[config.mk]
export PLATFORM = sky130hd
export DESIGN_NAME = tff_bank_flat
export DESIGN_NICKNAME = d
export VERILOG_FILES = /design/src/rtl/tff_bank_if.sv /design/src/rtl/tff_bank.sv /design/src/flat_wrapper.sv
export SDC_FILE = /design/constraint.sdc
export NUM_CORES = 1
export LEC_CHECK = 0
export ABC_AREA = 1
export CAP_MARGIN = 20
export CORE_MARGIN = 2
export CORE_UTILIZATION = 25
export CTS_CLUSTER_DIAMETER = 120
export DETAILED_ROUTE_END_ITERATION = 10
export GPL_TIMING_DRIVEN = 0
export PLACE_DENSITY = 0.54
export SYNTH_ARGS = -nofsm -noshare
export SYNTH_HDL_FRONTEND = slang
export SYNTH_SLANG_ARGS = --single-unit
[constraint.sdc]
create_clock -name clk -period 3.94 [get_ports clk]
set_input_delay 0.788 -clock clk [delete_from_list [all_inputs] [get_ports clk]]
set_output_delay 0.788 -clock clk [all_outputs]
set_load 0.01 [all_outputs]
[src/rtl/tff_bank_if.sv]
// Handshake-free control/status bundle for tff_bank: the driver owns en/mode/t/load_val,
// the bank owns the registered status outputs.
interface tff_bank_if #(
    parameter int WIDTH = 8,
    parameter int CNT_W = 8
);
    logic             en;
    logic [1:0]       mode;
    logic [WIDTH-1:0] t;
    logic [WIDTH-1:0] load_val;
    logic [WIDTH-1:0] q;
    logic [WIDTH-1:0] chg;
    logic             carry;
    logic [CNT_W-1:0] tog_cnt;

    modport master (
        output en, mode, t, load_val,
        input  q, chg, carry, tog_cnt
    );

    modport slave (
        input  en, mode, t, load_val,
        output q, chg, carry, tog_cnt
    );
endinterface

[src/rtl/tff_bank.sv]
// Bank of WIDTH T flip-flops with toggle / ripple-count / load / clear modes,
// plus registered change flags, wrap pulse and a saturating change counter.

// One T flip-flop; chg records whether this bit toggled on the last edge.
module tff_bank_cell #(
    parameter logic RST = 1'b0
) (
    input  logic clk,
    input  logic reset,
    input  logic tgl,
    output logic q,
    output logic chg
);
    always_ff @(posedge clk or posedge reset) begin
        if (reset) begin
            q   <= RST;
            chg <= 1'b0;
        end else begin
            q   <= q ^ tgl;
            chg <= tgl;
        end
    end
endmodule

module tff_bank #(
    parameter int               WIDTH     = 8,
    parameter logic [WIDTH-1:0] RESET_VAL = '0,
    parameter int               CNT_W     = 8
) (
    input logic   clk,
    input logic   reset,
    tff_bank_if.slave bus
);
    localparam logic [1:0]       M_TOGGLE = 2'b00;
    localparam logic [1:0]       M_COUNT  = 2'b01;
    localparam logic [1:0]       M_LOAD   = 2'b10;
    localparam logic [1:0]       M_CLEAR  = 2'b11;
    localparam logic [CNT_W-1:0] CNT_ONE  = {{(CNT_W-1){1'b0}}, 1'b1};
    localparam logic [CNT_W-1:0] CNT_MAX  = '1;

    logic [WIDTH-1:0] q;
    logic [WIDTH-1:0] chg;
    logic [WIDTH-1:0] tgl;
    logic [WIDTH:0]   ones_below;
    logic             wrap;
    logic             carry;
    logic [CNT_W-1:0] tog_cnt;

    // ones_below[i] = all bits below i are set; ones_below[WIDTH] flags all-ones
    assign ones_below[0] = 1'b1;

    generate
        for (genvar i = 0; i < WIDTH; i++) begin : g_bit
            assign ones_below[i+1] = ones_below[i] & q[i];

            tff_bank_cell #(
                .RST (RESET_VAL[i])
            ) u_cell (
                .clk   (clk),
                .reset (reset),
                .tgl   (tgl[i]),
                .q     (q[i]),
                .chg   (chg[i])
            );
        end
    endgenerate

    // Every mode is expressed as a toggle mask so the cells stay pure T flops;
    // t is only looked at in TOGGLE mode, keeping X/Z on it out of q elsewhere.
    always_comb begin
        tgl  = '0;
        wrap = 1'b0;
        if (bus.en) begin
            case (bus.mode)
                M_TOGGLE: tgl = bus.t;
                M_COUNT: begin
                    tgl  = ones_below[WIDTH-1:0];
                    wrap = ones_below[WIDTH];
                end
                M_LOAD:   tgl = q ^ bus.load_val;
                M_CLEAR:  tgl = q;
                default:  tgl = '0;
            endcase
        end
    end

    always_ff @(posedge clk or posedge reset) begin
        if (reset) begin
            carry   <= 1'b0;
            tog_cnt <= '0;
        end else begin
            carry <= wrap;
            if ((|tgl) && (tog_cnt != CNT_MAX))
                tog_cnt <= tog_cnt + CNT_ONE;
        end
    end

    assign bus.q       = q;
    assign bus.chg     = chg;
    assign bus.carry   = carry;
    assign bus.tog_cnt = tog_cnt;
endmodule

[src/flat_wrapper.sv]
// flat-port wrapper written by rule: the top's interface ports become plain ports
module tff_bank_flat 
#(
    parameter int               WIDTH     = 8,
    parameter logic [WIDTH-1:0] RESET_VAL = '0,
    parameter int               CNT_W     = 8
)
  (clk, reset, bus_en, bus_mode, bus_t, bus_load_val, bus_q, bus_chg, bus_carry, bus_tog_cnt);
  tff_bank_if #(.WIDTH(WIDTH), .CNT_W(CNT_W)) bus_i ();
  input logic clk;
  input logic reset;
  input wire logic [$bits(bus_i.en)-1:0] bus_en;
  input wire logic [$bits(bus_i.mode)-1:0] bus_mode;
  input wire logic [$bits(bus_i.t)-1:0] bus_t;
  input wire logic [$bits(bus_i.load_val)-1:0] bus_load_val;
  output wire logic [$bits(bus_i.q)-1:0] bus_q;
  output wire logic [$bits(bus_i.chg)-1:0] bus_chg;
  output wire logic [$bits(bus_i.carry)-1:0] bus_carry;
  output wire logic [$bits(bus_i.tog_cnt)-1:0] bus_tog_cnt;
  assign bus_i.en = bus_en;
  assign bus_i.mode = bus_mode;
  assign bus_i.t = bus_t;
  assign bus_i.load_val = bus_load_val;
  assign bus_q = bus_i.q;
  assign bus_chg = bus_i.chg;
  assign bus_carry = bus_i.carry;
  assign bus_tog_cnt = bus_i.tog_cnt;
  tff_bank #(.WIDTH(WIDTH), .RESET_VAL(RESET_VAL), .CNT_W(CNT_W)) u_core (.clk(clk), .reset(reset), .bus(bus_i));
endmodule
==> results of run 1 <==
layout by cell type (no fill, tap or decap):
cell             instances
a21oi_1                  5
xnor2_1                  4
inv_1                   22
buf_2                    1
o21ai_0                  3
dfrtp_1                 25
clkbuf_8                 3
buf_6                    1
nand2_2                  1
nand4_1                  3
ha_1                     1
clkinv_2                 1
buf_4                   17
xor2_1                  10
nor2_2                   1
nand2_1                 54
nand3_1                 29
nor3b_1                  1
buf_8                    1
nand2_4                  1
clkdlybuf4s50_1         43
nor2_1                  14
state kept, by name (all words and copies together), names as in the netlist:
name	count
u_core.bus.tog_cnt	8
u_core.bus.carry	1
u_core.g_bit.u_cell.q	8
u_core.g_bit.u_cell.chg	8
tightest hold or removal path, delay by kind of cell (launching register included):
family,cells,cell delay (ns)
simple gates,2,0.12
flops,1,0.40
cell type report:
cell class	instances	share of cell area, %
sequential	25	30.3
inverter	22	4.00
tap	75	4.55
clock inverter	1	0.243
timing repair buffer	44	21.6
clock buffer	3	2.00
multi-input combinational	127	30.3
buffer	19	6.97
where the power goes:
group,internal (uW),leakage [uW],total [uW],switching (uW)
sequential,347,0.000314,462,116
combinational,346,0.000718,593,247
clock,70.7,0.0000255,153,81.9
total,763,0.00106,1210,445
stage by stage:
stage	cells	utilization [%]	power [uW]	hold slack [ns]	worst slack, ns
after floorplan	193	-	805	0.501	1.88
final	316	35.5	1210	0.547	1.43
after global routing	316	35.5	1330	0.589	1.21
after global placement	311	34.4	1060	0.527	1.15
after detailed placement	311	34.4	1070	0.535	1.11
after CTS	315	35.2	1230	0.556	1.38
routing by layer:
metal | share of wire [%] | GRT usage (%) | vias to the layer above
met5 | 0 | 0 | -
met4 | 0.46 | 3.56 | 0
met3 | 4.4 | 2.33 | 2
met2 | 50 | 19.9 | 27
met1 | 45 | 14.1 | 617
li1 | - | - | 683
path summary, 6_finish.rpt:
path,start,cells past startpoint,slack [ns],endpoint
min in group asynchronous,reset,2,0.85,u_core.bus.tog_cnt[2]
min,u_core.bus.tog_cnt[1],2,0.55,u_core.bus.tog_cnt[1]
max reg2reg,u_core.g_bit[2].u_cell.q,11,2.18,u_core.bus.tog_cnt[3]
max in group asynchronous,reset,3,2.61,u_core.bus.tog_cnt[4]
min reg2reg,u_core.bus.tog_cnt[1],2,0.55,u_core.bus.tog_cnt[1]
max,bus_mode[0],13,1.43,u_core.bus.tog_cnt[3]
cells by family after synthesis:
logic type	Yosys count	share of synthesized area (%)
xor gates and xnor gates	14	8.30
adders and majority gates	1	0.847
and+or+nand+nor	104	30.5
AOI/OAI and AO/OA	8	2.71
DFF	25	42.3
buffers and inverters	41	15.3
==> metrics, run 1 <==
register area share after synthesis=42.3%; most frequent cell after synthesis=nand2_1; crit path buf inv count=3; post-CTS resize count=0; top cells by area, synth=dfrtp_1 42%, nand2_1 14%, nand3_1 9.8%; Setup Fix Bufs, Post-CTS=0; Starting Density=25.4%; GP Congestion=0.771; Critical Path RT=4.14 ns; drt via density=4.21; Clock transition at path regs=0.09 ns; Die X=80.9 um; Filler cells=656; Row Count=28; IR Drop Worst-Case VDD=0.220 mV; warnings from Yosys=0; via count=1329; kind of critical path=input pin to flop; WL per Instance=10.4 um; Critical Path Most Common Cell=nand2_1; cts-stage hold buffer count=0; Post-synth EDFFs=0; Die Y=80.9 um; die area=6540 um2; Tcrit/Tclk final=63.7%; aggregate global routing overflow=0; total track usage=11.4%; clk_lat worst skew=0.27 ns; async set-reset flop share out of synthesis=100%; antenna viol nets, final=0; number of global-route vias before repair=1343; Worst-Margin Slew=0.530 ns; cell family contributing the most delay on the critical path=buffers and inverters; post-synth top area share=42.3%; RSZ-0062 raised after global routing=no; slowest stage cell, crit path=clkdlybuf4s50_1; first-pass GRT wire length=5880 um; root buffer cell=clkbuf_8; Synth cell types=18; Slew Limit Fails=0; clk sinks=25; share of layout cells above drive strength 1=11.2%; num ports=46; Rel. slew slack=64.6%; DR iter-0 viols=22; post-synth top area cell=dfrtp_1; CP Data Arrival Time=2.71 ns; Setup Skew=0.0107 ns; crit start category=input pin; Core ar.=5820 um2; maximum clock frequency=0.398 GHz; Num CTS Buffers=3; largest net degree at the start of global routing=26; Setup TNS=0 ns; hpwl dp=2520 um; status=finished clean; Finished Cell Area=2060 um2; min cycle time layout=2.51 ns; Gate Count Post-Synth=193; worst hold path type=flop to flop; initial antenna violation count=0; synthesized cell area=1480 um2; Routed WL=3290 um; Net Count, Synth=215; synthesis-stage register bit count=25; # nets final=264; synth cell count leaders=54 x nand2_1, 29 x nand3_1, 25 x dfrtp_1, 22 x inv_1, 17 x buf_4; Register Area=626 um2; Synth Flop Type=dfrtp_1; Max-cap violations=0; Cell Area, Placed=2000 um2; Area growth syn-to-layout=39.6%; Pre-antenna DRT Iters=4; Lkg Pwr=0.00106 uW; Port Buffer Count=43; Fin. Hold Viols=0; Multi-input gate area=626 um2; CTS tree=yes; maximum root-to-sink buffer count=2; Residual DRC=0; H-Tree Depth=1; pwr/cell area=586 nW/um2; critical path, cell by cell=clkdlybuf4s50_1 -> inv_1 -> buf_4 -> o21ai_0 -> o21ai_0 -> nand3_1 -> nand2_1 -> nand2_1 -> nor2_1 -> nand2_2 -> nand2_4 -> nand2_1 -> nand2_1; Worst Setup End Kind=flop; crit path max fanout=10; synthesized area per cell=7.66 um2; setup violators final=0; Inserted Diodes=0; CP peak stage delay=0.46 ns
Power figures use the tool's default switching activity.
==> inputs of run 2 (changes only) <==
==> constraint.sdc (replaced) <==
create_clock -name clk -period 2.6 [get_ports clk]
set_input_delay 0.52 -clock clk [delete_from_list [all_inputs] [get_ports clk]]
set_output_delay 0.52 -clock clk [all_outputs]
set_load 0.01 [all_outputs]
==> results of run 2 <==
Same layout as run 1 (identical final DEF). Status: finished clean.
Among the figures that moved: setup slack after placement 1.11 ns -> 0.0340 ns; setup slack after layout 1.43 ns -> 0.357 ns; register-to-register setup slack 2.18 ns -> 0.84 ns; total power 1210 uW -> 1830 uW; worst IR drop on VDD 0.220 mV -> 0.333 mV
